<file path="config.mk">
export PLATFORM = sky130hd
export DESIGN_NAME = sig_in_filter
export DESIGN_NICKNAME = d
export VERILOG_FILES = /design/src/rtl/sig_in_filter.sv
export SDC_FILE = /design/constraint.sdc
export NUM_CORES = 1
export LEC_CHECK = 0
export BUFFER_PORTS_ARGS = -buffer_cell sky130_fd_sc_hd__buf_2
export CORE_MARGIN = 5
export CORE_UTILIZATION = 35
export CTS_CLUSTER_DIAMETER = 60
export DETAILED_ROUTE_END_ITERATION = 8
export PLACE_DENSITY = 0.49
export SLEW_MARGIN = 30
export SYNTH_ARGS = -nofsm -noshare
export SYNTH_HDL_FRONTEND = slang
export SYNTH_SLANG_ARGS = --single-unit
</file>
<file path="constraint.sdc">
create_clock -name clk -period 5.6 [get_ports clk]
set_input_delay 1.12 -clock clk [delete_from_list [all_inputs] [get_ports clk]]
set_output_delay 1.12 -clock clk [all_outputs]
set_load 0.02 [all_outputs]
</file>
<file path="src/rtl/sig_in_filter.sv">
// sig_in_filter: debounces a raw sensor pin by polling it every POLL_DIV clocks into a
// FILTER_WIDTH-sample window; out only changes when a full window is uniform.
// timeout flags a pin whose full window has stayed mixed for TIMEOUT_POLLS consecutive polls.
module sig_in_filter #(
  parameter int POLL_DIV      = 250_000,
  parameter int FILTER_WIDTH  = 8,
  parameter int TIMEOUT_POLLS = 64
) (
  input  logic clk,
  input  logic aclr,
  input  logic sclr,
  input  logic in,
  input  logic level,
  output logic out,
  output logic ready,
  output logic timeout,
  output logic tick
);

  localparam int CW  = $clog2(POLL_DIV);
  localparam int FCW = $clog2(FILTER_WIDTH + 1);
  localparam int UCW = $clog2(TIMEOUT_POLLS + 1);

  localparam logic [CW-1:0]  CNT_LAST  = CW'(POLL_DIV - 1);
  localparam logic [FCW-1:0] FILL_FULL = FCW'(FILTER_WIDTH);
  localparam logic [UCW-1:0] UNST_MAX  = UCW'(TIMEOUT_POLLS);

  logic [1:0]              sync_q;
  logic [CW-1:0]           cnt_q,  cnt_d;
  logic [FILTER_WIDTH-1:0] win_q,  win_d;
  logic [FCW-1:0]          fill_q, fill_d;
  logic [UCW-1:0]          unst_q, unst_d;
  logic                    out_q,  out_d;
  logic                    rdy_q,  rdy_d;
  logic                    to_q,   to_d;
  logic                    tick_q, tick_d;
  logic                    samp;
  logic                    win_uniform;

  // Two-flop synchronizer on the raw pin; only the hard reset clears it so a soft
  // clear never injects a false sample edge.
  always_ff @(posedge clk or posedge aclr) begin
    if (aclr) begin
      sync_q <= '0;
    end else begin
      sync_q <= {sync_q[0], in};
    end
  end

  // Next-state logic: prescaler, sample window, fill/unstable counters and outputs.
  always_comb begin
    cnt_d       = cnt_q;
    win_d       = win_q;
    fill_d      = fill_q;
    unst_d      = unst_q;
    out_d       = out_q;
    rdy_d       = rdy_q;
    win_uniform = 1'b0;
    // level is applied live, so a polarity change affects the very next sample.
    samp        = ~(sync_q[1] ^ level);

    if (sclr) begin
      // Soft clear outranks a coincident tick: nothing shifts or counts.
      cnt_d  = '0;
      win_d  = '0;
      fill_d = '0;
      unst_d = '0;
      out_d  = 1'b0;
      rdy_d  = 1'b0;
    end else begin
      cnt_d = tick_q ? '0 : cnt_q + CW'(1);
      if (tick_q) begin
        win_d = {win_q[FILTER_WIDTH-2:0], samp};
        if (fill_q != FILL_FULL) begin
          fill_d = fill_q + FCW'(1);
        end
        win_uniform = (&win_d) | (~|win_d);
        if (win_uniform) begin
          unst_d = '0;
        end else if (fill_d == FILL_FULL && unst_q != UNST_MAX) begin
          unst_d = unst_q + UCW'(1);
        end
        // out stays 0 until the window has been completely filled once.
        if (fill_d == FILL_FULL) begin
          rdy_d = 1'b1;
          if (win_uniform) begin
            out_d = win_d[0];
          end
        end
      end
    end

    to_d   = (unst_d == UNST_MAX);
    tick_d = (cnt_d == CNT_LAST);
  end

  // State registers; tick is registered alongside the prescaler so it is glitch-free.
  always_ff @(posedge clk or posedge aclr) begin
    if (aclr) begin
      cnt_q  <= '0;
      win_q  <= '0;
      fill_q <= '0;
      unst_q <= '0;
      out_q  <= 1'b0;
      rdy_q  <= 1'b0;
      to_q   <= 1'b0;
      tick_q <= 1'b0;
    end else begin
      cnt_q  <= cnt_d;
      win_q  <= win_d;
      fill_q <= fill_d;
      unst_q <= unst_d;
      out_q  <= out_d;
      rdy_q  <= rdy_d;
      to_q   <= to_d;
      tick_q <= tick_d;
    end
  end

  assign out     = out_q;
  assign ready   = rdy_q;
  assign timeout = to_q;
  assign tick    = tick_q;

endmodule
</file>
# [Word-level counts from Yosys, hierarchy flattened]
# Index checks and enable logic that the tools add are counted.
[word_totals] ff_bits=42 in_bits=5 output_inout_bits=4 word_cells=49
[classes] n_addsub=3 n_eq_ne=5 n_mux=20 n_bitwise=3 reduce_logical=9
[op_table] cell="7-bit 2-to-1 mux" n=6
[op_table] cell="18-bit 2-to-1 mux" n=2
[op_table] cell="4-bit 2-to-1 mux" n=5
[op_table] cell="18-bit by 1-bit adder with 18-bit output (second input constant)" n=1
[op_table] cell="18-bit equality test (second input constant)" n=1
[op_table] cell="8-bit AND reduction" n=1
[op_table] cell="8-bit OR reduction" n=1
[op_table] cell="7-bit by 1-bit adder with 7-bit output (second input constant)" n=1
[op_table] cell="7-bit equality test (second input constant)" n=1
[op_table] cell="1-bit 2-to-1 mux" n=7
[op_table] cell="7-bit inequality test (second input constant)" n=1
[op_table] cell="2-bit nonzero test" n=3
[op_table] cell="4-bit by 1-bit adder with 4-bit output (second input constant)" n=1
[op_table] cell="4-bit equality test (second input constant)" n=1
[op_table] cell="4-bit inequality test (second input constant)" n=1
[op_table] cell="3-bit AND reduction" n=1
[op_table] cell="2-bit AND reduction" n=1
[op_table] cell="1-bit logical AND" n=1
[op_table] cell="1-bit zero test" n=1
[op_table] cell="1-bit inverter" n=1
[op_table] cell="1-bit OR" n=1
[op_table] cell="1-bit XOR" n=1

# [Depth between registers and ports, before layout]
# Gate-level depths: netlist of run 1.
[logic_depth] depth_word=11 mapped_depth=8 mapped_depth_nobuf=8

# [Least setup slack after synthesis of run 1]
# No wires, ideal clock.
[synth_timing] path_type="in2reg" startpoint="in sclr" endpoint="reg tick_q, in the netlist tick" setup_ns=0.111 arrival_time_ns=2.590 setup_slack_ns=2.899 cell_stages=8 path_cell_list="buf_2 or2_2 clkbuf_1 o21ai_0 a21oi_1 a31oi_1 or4b_1 a2111oi_2"
[synth_between] elab_chain_len=2
[synth_rtl] element="start: declaration" line="11" text="input logic sclr,"
[synth_rtl] element="18-bit 2-to-1 mux" line="62" text="if (sclr) begin"
[synth_rtl] element="18-bit equality test" line="94" text="tick_d = (cnt_d == CNT_LAST);"
[synth_rtl] element="named net tick_d" line="36" text="logic tick_q, tick_d;"
[synth_rtl] element="end signal: assignment" line="116" text="tick_q <= tick_d;"
[synth_rtl] element="end: declaration" line="36"
# The timed path passes the listed nets, and every way through them passes these cells.
# A chain may end at the register's enable or synchronous reset.

# [Worst setup path after layout of run 1]
# Same ends and word-level chain as after synthesis.

==> results of run 1 <==
[routing by layer]
layer,vias up,track usage,part of all wire
li1,853,-,-
met1,805,0.165,0.52
met2,14,0.186,0.45
met3,2,0.0372,0.032
met4,0,0.0330,0.0065
met5,-,0,0
[layout by cell type (no fill, tap or decap), types with 7 or more instances in the layout]
| cell type | instances |
|---|---|
| xnor2_1 | 12 |
| buf_2 | 8 |
| nand2_1 | 16 |
| dfrtp_1 | 42 |
| mux2i_1 | 9 |
| a21oi_1 | 9 |
| inv_1 | 7 |
| nor2_1 | 35 |
| xor2_1 | 15 |
| nand3_1 | 10 |
[cells in the mapped netlist, types with 3 or more instances]
cell       n  area [sq um]
dfrtp_1   42          1050
nor2_1    35           131
nand2_1   16          60.1
xor2_1    15           131
xnor2_1   12           105
nand3_1   10          50.1
a21oi_1    9          45.0
mux2i_1    9          90.1
clkbuf_1   8          30.0
inv_1      8          30.0
and3_1     6          37.5
nand4_1    6          37.5
ha_1       5          62.6
a31oi_1    4          25.0
and4_1     4          35.0
nand3b_1   4          30.0
o21ai_0    4          20.0
and2_1     3          18.8
nand4b_1   3          26.3
or4_1      3          22.5
[registers in the layout, indices dropped and copies added (netlist names)]
register	cells
cnt_q	18
unst_q	7
win_q	7
fill_q	4
sync_q	2
out	1
ready	1
tick	1
timeout	1
[path summary, 6_finish.rpt]
check,startpoint,end,slack [ps],cells after the start
min reg2reg,sync_q[0],sync_q[1],360,0
min,sync_q[0],sync_q[1],360,0
min in group asynchronous,aclr,win_q[6],930,3
max reg2reg,fill_q[0],timeout,2910,8
max in group asynchronous,aclr,cnt_q[3],4290,3
max,sclr,tick,2900,7
[worst max-delay path, cell delays in order]
cell	delay, ps
buf_2	270
or2_2	400
o21ai_0	150
a21oi_1	160
a31oi_1	50
or4b_1	540
a2111oi_2	200
[power breakdown]
part,switching (mW),internal (mW),total [mW]
Combinational,0.0169,0.00574,0.0226
Sequential,0.00232,0.305,0.308
Clock,0.116,0.0878,0.204
Total,0.135,0.399,0.534
[cells by family (layout without fill, tap and decap cells)]
family / count (synthesis) / count (layout)
AND/OR/NAND/NOR: 108 / 108
flip-flops: 42 / 42
AO/OA/AOI/OAI: 29 / 29
XOR/XNOR: 27 / 27
buffers and inverters: 21 / 25
multiplexers: 9 / 9
adder cells (fa/ha/maj): 5 / 5
[per-stage QoR]
stage	instances	util
floorplan	241	-
global placement	314	0.375
detailed placement	314	0.375
CTS	322	0.389
global route	322	0.389
finish	322	0.389
[layout make-up]
cell class | instances | area, sq um
clock buffer | 5 | 68.8
timing repair buffer | 9 | 47.5
tap | 77 | 96.3
fill | 635 | 3900
multi-input combinational | 178 | 1170
clock inverter | 3 | 21.3
inverter | 8 | 30.0
sequential | 42 | 1050
==> metrics.md, run 1 <==
| Metric | Value |
|---|---|
| Top_reg_cell synth | dfrtp_1 |
| Pre-CTS WS | 2560 ps |
| YS warnings | 0 |
| Post-synthesis adder-cell area fraction | 0.0271 |
| Num ports | 9 |
| Max cap viols | 0 |
| RSZ-0062 raised after global routing | no |
| Setup tns final | 0 ps |
| Outcome | complete, no violations |
| First drt pass iteration count | 4 |
| Post-CTS setup buffers | 0 |
| CTS Hold Buffers Added | 0 |
| Post-placement cell area | 2390 sq um |
| Gr usage total | 0.121 |
| PortBufs | 8 |
| Setup slack after layout | 2900 ps |
| GPL Wtd Cong | slightly above 0.7 |
| Clock sinks | 42 |
| Largest net degree at the start of global routing | 43 |
| Max VDD drop | around 140 uV |
| CP Capture Type | flip-flop |
| XOR/XNOR share of the synthesized area | 0.102 |
| Main combinational cell family by area after synthesis | simple AND/OR/NAND/NOR gates |
| Fin. max-slew vios | 0 |
| Crit path max fanout | 17 |
| Tmin final | 2700 ps |
| Clock Path Buffers | 2 |
| Lkg Pwr | around 1.0 nW |
| Die Ht | 91.2 um |
| Skew final | 7.51 ps |
| Power Dens Cells | 215 nW/um^2 |
| CP Class | input port to flip-flop |
| Data arrival, critical path | about 2900 ps |
| Syn Std Cell Area | 2310 sq um |
| Layout cells sized above 1 | 0.0980 |
| Sequential element share of the synthesized area | 0.455 |
| Worst-Skew Late Latency | 300 ps |
| Layout Nets | 254 |
| Hpwl dp | 3170 um |
| Core area | around 6400 sq um |
| Initial antenna violation count | 0 |
| Number of flops mapped to enable cells by yosys | 0 |
| Rel. slew slack | 0.423 |
| Required @ worst endpoint | 5800 ps |
| Global-route wire length before repair | 8190 um |
| Mapped Cells | 241 |
| Post-synth cell types | 47 |
| Die area | ~8300 sq um |
| CTS tree | built |
| Period utilization | 0.481 |
| Design area | 2480 sq um |
| Asr flop ratio synth | 1.00 |
| Clk root buf | clkbuf_8 |
| H-tree depth | 2 |
| Actual slew at the worst max-slew pin | approximately 870 ps |
| Avg Cell Area, Syn | 9.58 sq um |
| GR Overflow Total | 0 |
| Die extent in x | between 90 and 100 um |
| Total power | between 0.5 and 0.6 mW |
| Vias post-DR | 1674 |
| Compound-Gate Fraction of Synth Area | 0.0846 |
| PostCTS Resize Cnt | 0 |
| Worst min-delay path category | flip-flop to flip-flop |
| CTS Buf Count | 5 |
| Crit start category | input port |
| Final setup violation count | 0 |
| Initial Util | 0.361 |
| Fmax | about 370 MHz |
| P&R area growth vs syn | 7.53% |
| Synth Area in Simple Gates | 0.253 |
| Via density | 5.20 |
| Seq cells post-synth | 42 |
| Post-DRT Antenna Nets | 0 |
| Worst hold slack | between 300 and 400 ps |
| Mux contribution to synthesized area | 0.0390 |
| Vias in the first global route | 1665 |
| N_diodes | 0 |
| Final Hold Fails | 0 |
| Reg clk slew, reported paths | about 90 ps |
| Num rows | 29 |
| WL final | 4640 um |
| Avg WL per Cell | 14.4 um |
| # DRC | 0 |
| 1st-iter DRT viols | 104 |
| Syn nets | ~250 |
No activity file was read; power rests on OpenSTA's default activity.
==> inputs of run 2 (changes only) <==
--- a/config.mk
+++ b/config.mk
@@ -10,7 +10,7 @@
 export CORE_UTILIZATION = 35
 export CTS_CLUSTER_DIAMETER = 60
 export DETAILED_ROUTE_END_ITERATION = 8
-export PLACE_DENSITY = 0.49
+export PLACE_DENSITY = 0.51
 export SLEW_MARGIN = 30
 export SYNTH_ARGS = -nofsm -noshare
 export SYNTH_HDL_FRONTEND = slang
==> constraint.sdc (replaced) <==
create_clock -name clk -period 2.4 [get_ports clk]
set_input_delay 0.48 -clock clk [delete_from_list [all_inputs] [get_ports clk]]
set_output_delay 0.48 -clock clk [all_outputs]
set_load 0.02 [all_outputs]
==> run 2 against run 1 <==
Effect of this change: critical path depth rose by 1; largest power group unchanged; count of clock-buffer cells in the layout rose by 1; combinational power rose to 2.6 times the previous value.
==> metrics.md, run 2 (same netlist as run 1, synthesis figures left out) <==
| Metric | Value |
|---|---|
| CP Capture Type | flip-flop |
| Global-route wire length before repair | 7830 um (-4.4%) |
| Critical-path cell list | inv_1 -> ha_2 -> a211o_1 -> a221o_1 -> or4_1 -> xor2_1 -> nor2_2 -> and4bb_1 |
| Final setup violation count | 0 (unchanged) |
| Power Dens Cells | 491 nW/um^2 (+130%) |
| Fmax | 441 MHz |
| N_diodes | 0 (unchanged) |
| Layout Nets | 263 (+3.5%) |
| Max cap viols | 0 (unchanged) |
| Post-Layout Cell Count | 331 (+2.8%) |
| Fin. max-slew vios | 0 (unchanged) |
| Skew final | 8.83 ps (+1.32 ps) |
| PortBufs | 8 (unchanged) |
| Placed insts | 323 (+2.9%) |
| Post-DRT Antenna Nets | 0 (unchanged) |
| Max reg flops | 18 (unchanged) |
| Num rows | 29 (unchanged) |
| Tmin final | 2270 ps |
| CTS tree | built |
| # DRC | 0 (unchanged) |
| Post-placement cell area | 2460 sq um (+2.8%) |
| Pre-CTS WS | 102 ps (-2460 ps) |
| Outcome | complete, no violations |
| Design area | 2570 sq um (+3.6%) |
| WL final | 4560 um (-1.7%) |
| Hpwl dp | 3280 um (+3.3%) |
| CP peak stage delay | 430 ps (-110 ps) |
| Avg WL per Cell | 13.8 um (-4.3%) |
| Worst min-delay path category | input port to asynchronous set/reset pin |
| Required @ worst endpoint | 2580 ps (-3220 ps) |
| CTS Buf Count | 5 (unchanged) |
| Post-layout util | 0.403 (+0.0141) |
| Die area | 8320 sq um (unchanged) |
| Via density | 5.19 (-0.22%) |
| 1st-iter DRT viols | 51 (-51%) |
| Setup slack after layout | 134 ps (-2770 ps) |
| Crit path max fanout | 5 (-12) |
| Actual slew at the worst max-slew pin | 476 ps (-389 ps) |
| Gr usage total | 0.115 (-0.00599) |
| Die Ht | 91.2 um (unchanged) |
| Reg2Reg Depth | 8 (unchanged) |
| GPL Wtd Cong | 0.798 (+12%) |
| Final Hold Fails | 0 (unchanged) |
| CTS Hold Buffers Added | 0 (unchanged) |
| Largest registers | cnt_q (18), unst_q (7), win_q (7) |
| Vias post-DR | 1717 (+2.6%) |
| Clock Path Buffers | 2 (unchanged) |
| Core area | 6390 sq um (unchanged) |
| Most frequent cells in the layout | dfrtp_1, nor2_1, nand2_1, xor2_1, xnor2_1 |
| Max VDD drop | 234 uV (+71%) |
| P&R area growth vs syn | 11.4% |
| GR Overflow Total | 0 (unchanged) |
| Crit. path cell count | 8 (+1) |
| Clk root buf | clkbuf_8 |
| Worst path slowest cell | or4_1 |
| Die extent in x | 91.2 um (unchanged) |
| Layout cells sized above 1 | 0.150 (+0.0516) |
| Largest net degree at the start of global routing | 24 (-44%) |
| Clock sinks | 42 (unchanged) |
| CP Buf/Inv Count | 1 (unchanged) |
| Setup tns final | 0 ps (unchanged) |
| RSZ-0062 raised after global routing | no |
| Worst-Skew Late Latency | 300 ps (about the same) |
| Period utilization | 0.944 |
| Initial Util | 0.361 (unchanged) |
| Initial antenna violation count | 0 (unchanged) |
| Reg clk slew, reported paths | 90 ps (about the same) |
| H-tree depth | 2 (unchanged) |
| Data arrival, critical path | 2450 ps (-450 ps) |
| First drt pass iteration count | 5 (+1) |
| CP Class | flip-flop to flip-flop |
| Vias in the first global route | 1636 (-1.7%) |
| Num ports | 9 (unchanged) |
| Crit start category | flip-flop |
| Lkg Pwr | 1.09 nW (+4.3%) |
| Most common cell after layout, fill and taps aside | dfrtp_1 |
| Most flops, register | cnt_q |
| Worst hold slack | 186 ps (-178 ps) |
| Total power | 1.26 mW (+140%) |
| Rel. slew slack | 0.682 (+0.259) |
| Cell family with most CP delay | simple AND/OR/NAND/NOR gates |
## run 2: cell types whose count changed in the layout (fill, tap and decap cells not counted), sizes merged
cell / change
inv: +1
clkbuf: +1
buf: +9
clkinv: -2
## run 2: where the power goes
part | switching [mW] | internal, mW
Combinational | 0.0406 | 0.0188
Sequential | 0.00546 | 0.713
Clock | 0.255 | 0.232
## run 2: routing by layer
metal  share of wire  GRT usage
met4           0.014     0.0367
met3           0.024     0.0281
met2            0.44      0.174
met1            0.52      0.161
met5               0          0
## run 2: repair_timing
action | CTS | global route
endpoints found under the setup margin | 0 | 2
resized for setup | 0 | 4
setup buffers | 0 | 0
## run 2: layout make-up
class / count / area (sq um)
well taps: 77 / 96.3
multi-input cells: 178 / 1180
inverters: 8 / 30.0
repair buffers: 18 / 115
fillers: 634 / 3810
flip-flops and latches: 42 / 1050
clock inverters: 2 / 12.5
clock buffers: 6 / 82.6
## run 2: final timing paths
| path | start | to | slack [ps] |
|---|---|---|---|
| max | fill_q[1] | timeout | 130 |
| min | aclr | win_q[2] | 190 |
| max reg2reg | fill_q[1] | timeout | 130 |
| min reg2reg | sync_q[0] | sync_q[1] | 360 |
| max in group asynchronous | aclr | cnt_q[5] | 1670 |
| min in group clk | in | sync_q[0] | 280 |
## run 2: worst register-to-register path, stage by stage, from the launching register on
cell,delay [ps]
dfrtp_1,420
inv_1,70
ha_2,190
a211o_1,280
a221o_1,360
or4_1,430
xor2_1,170
nor2_2,50
and4bb_1,200
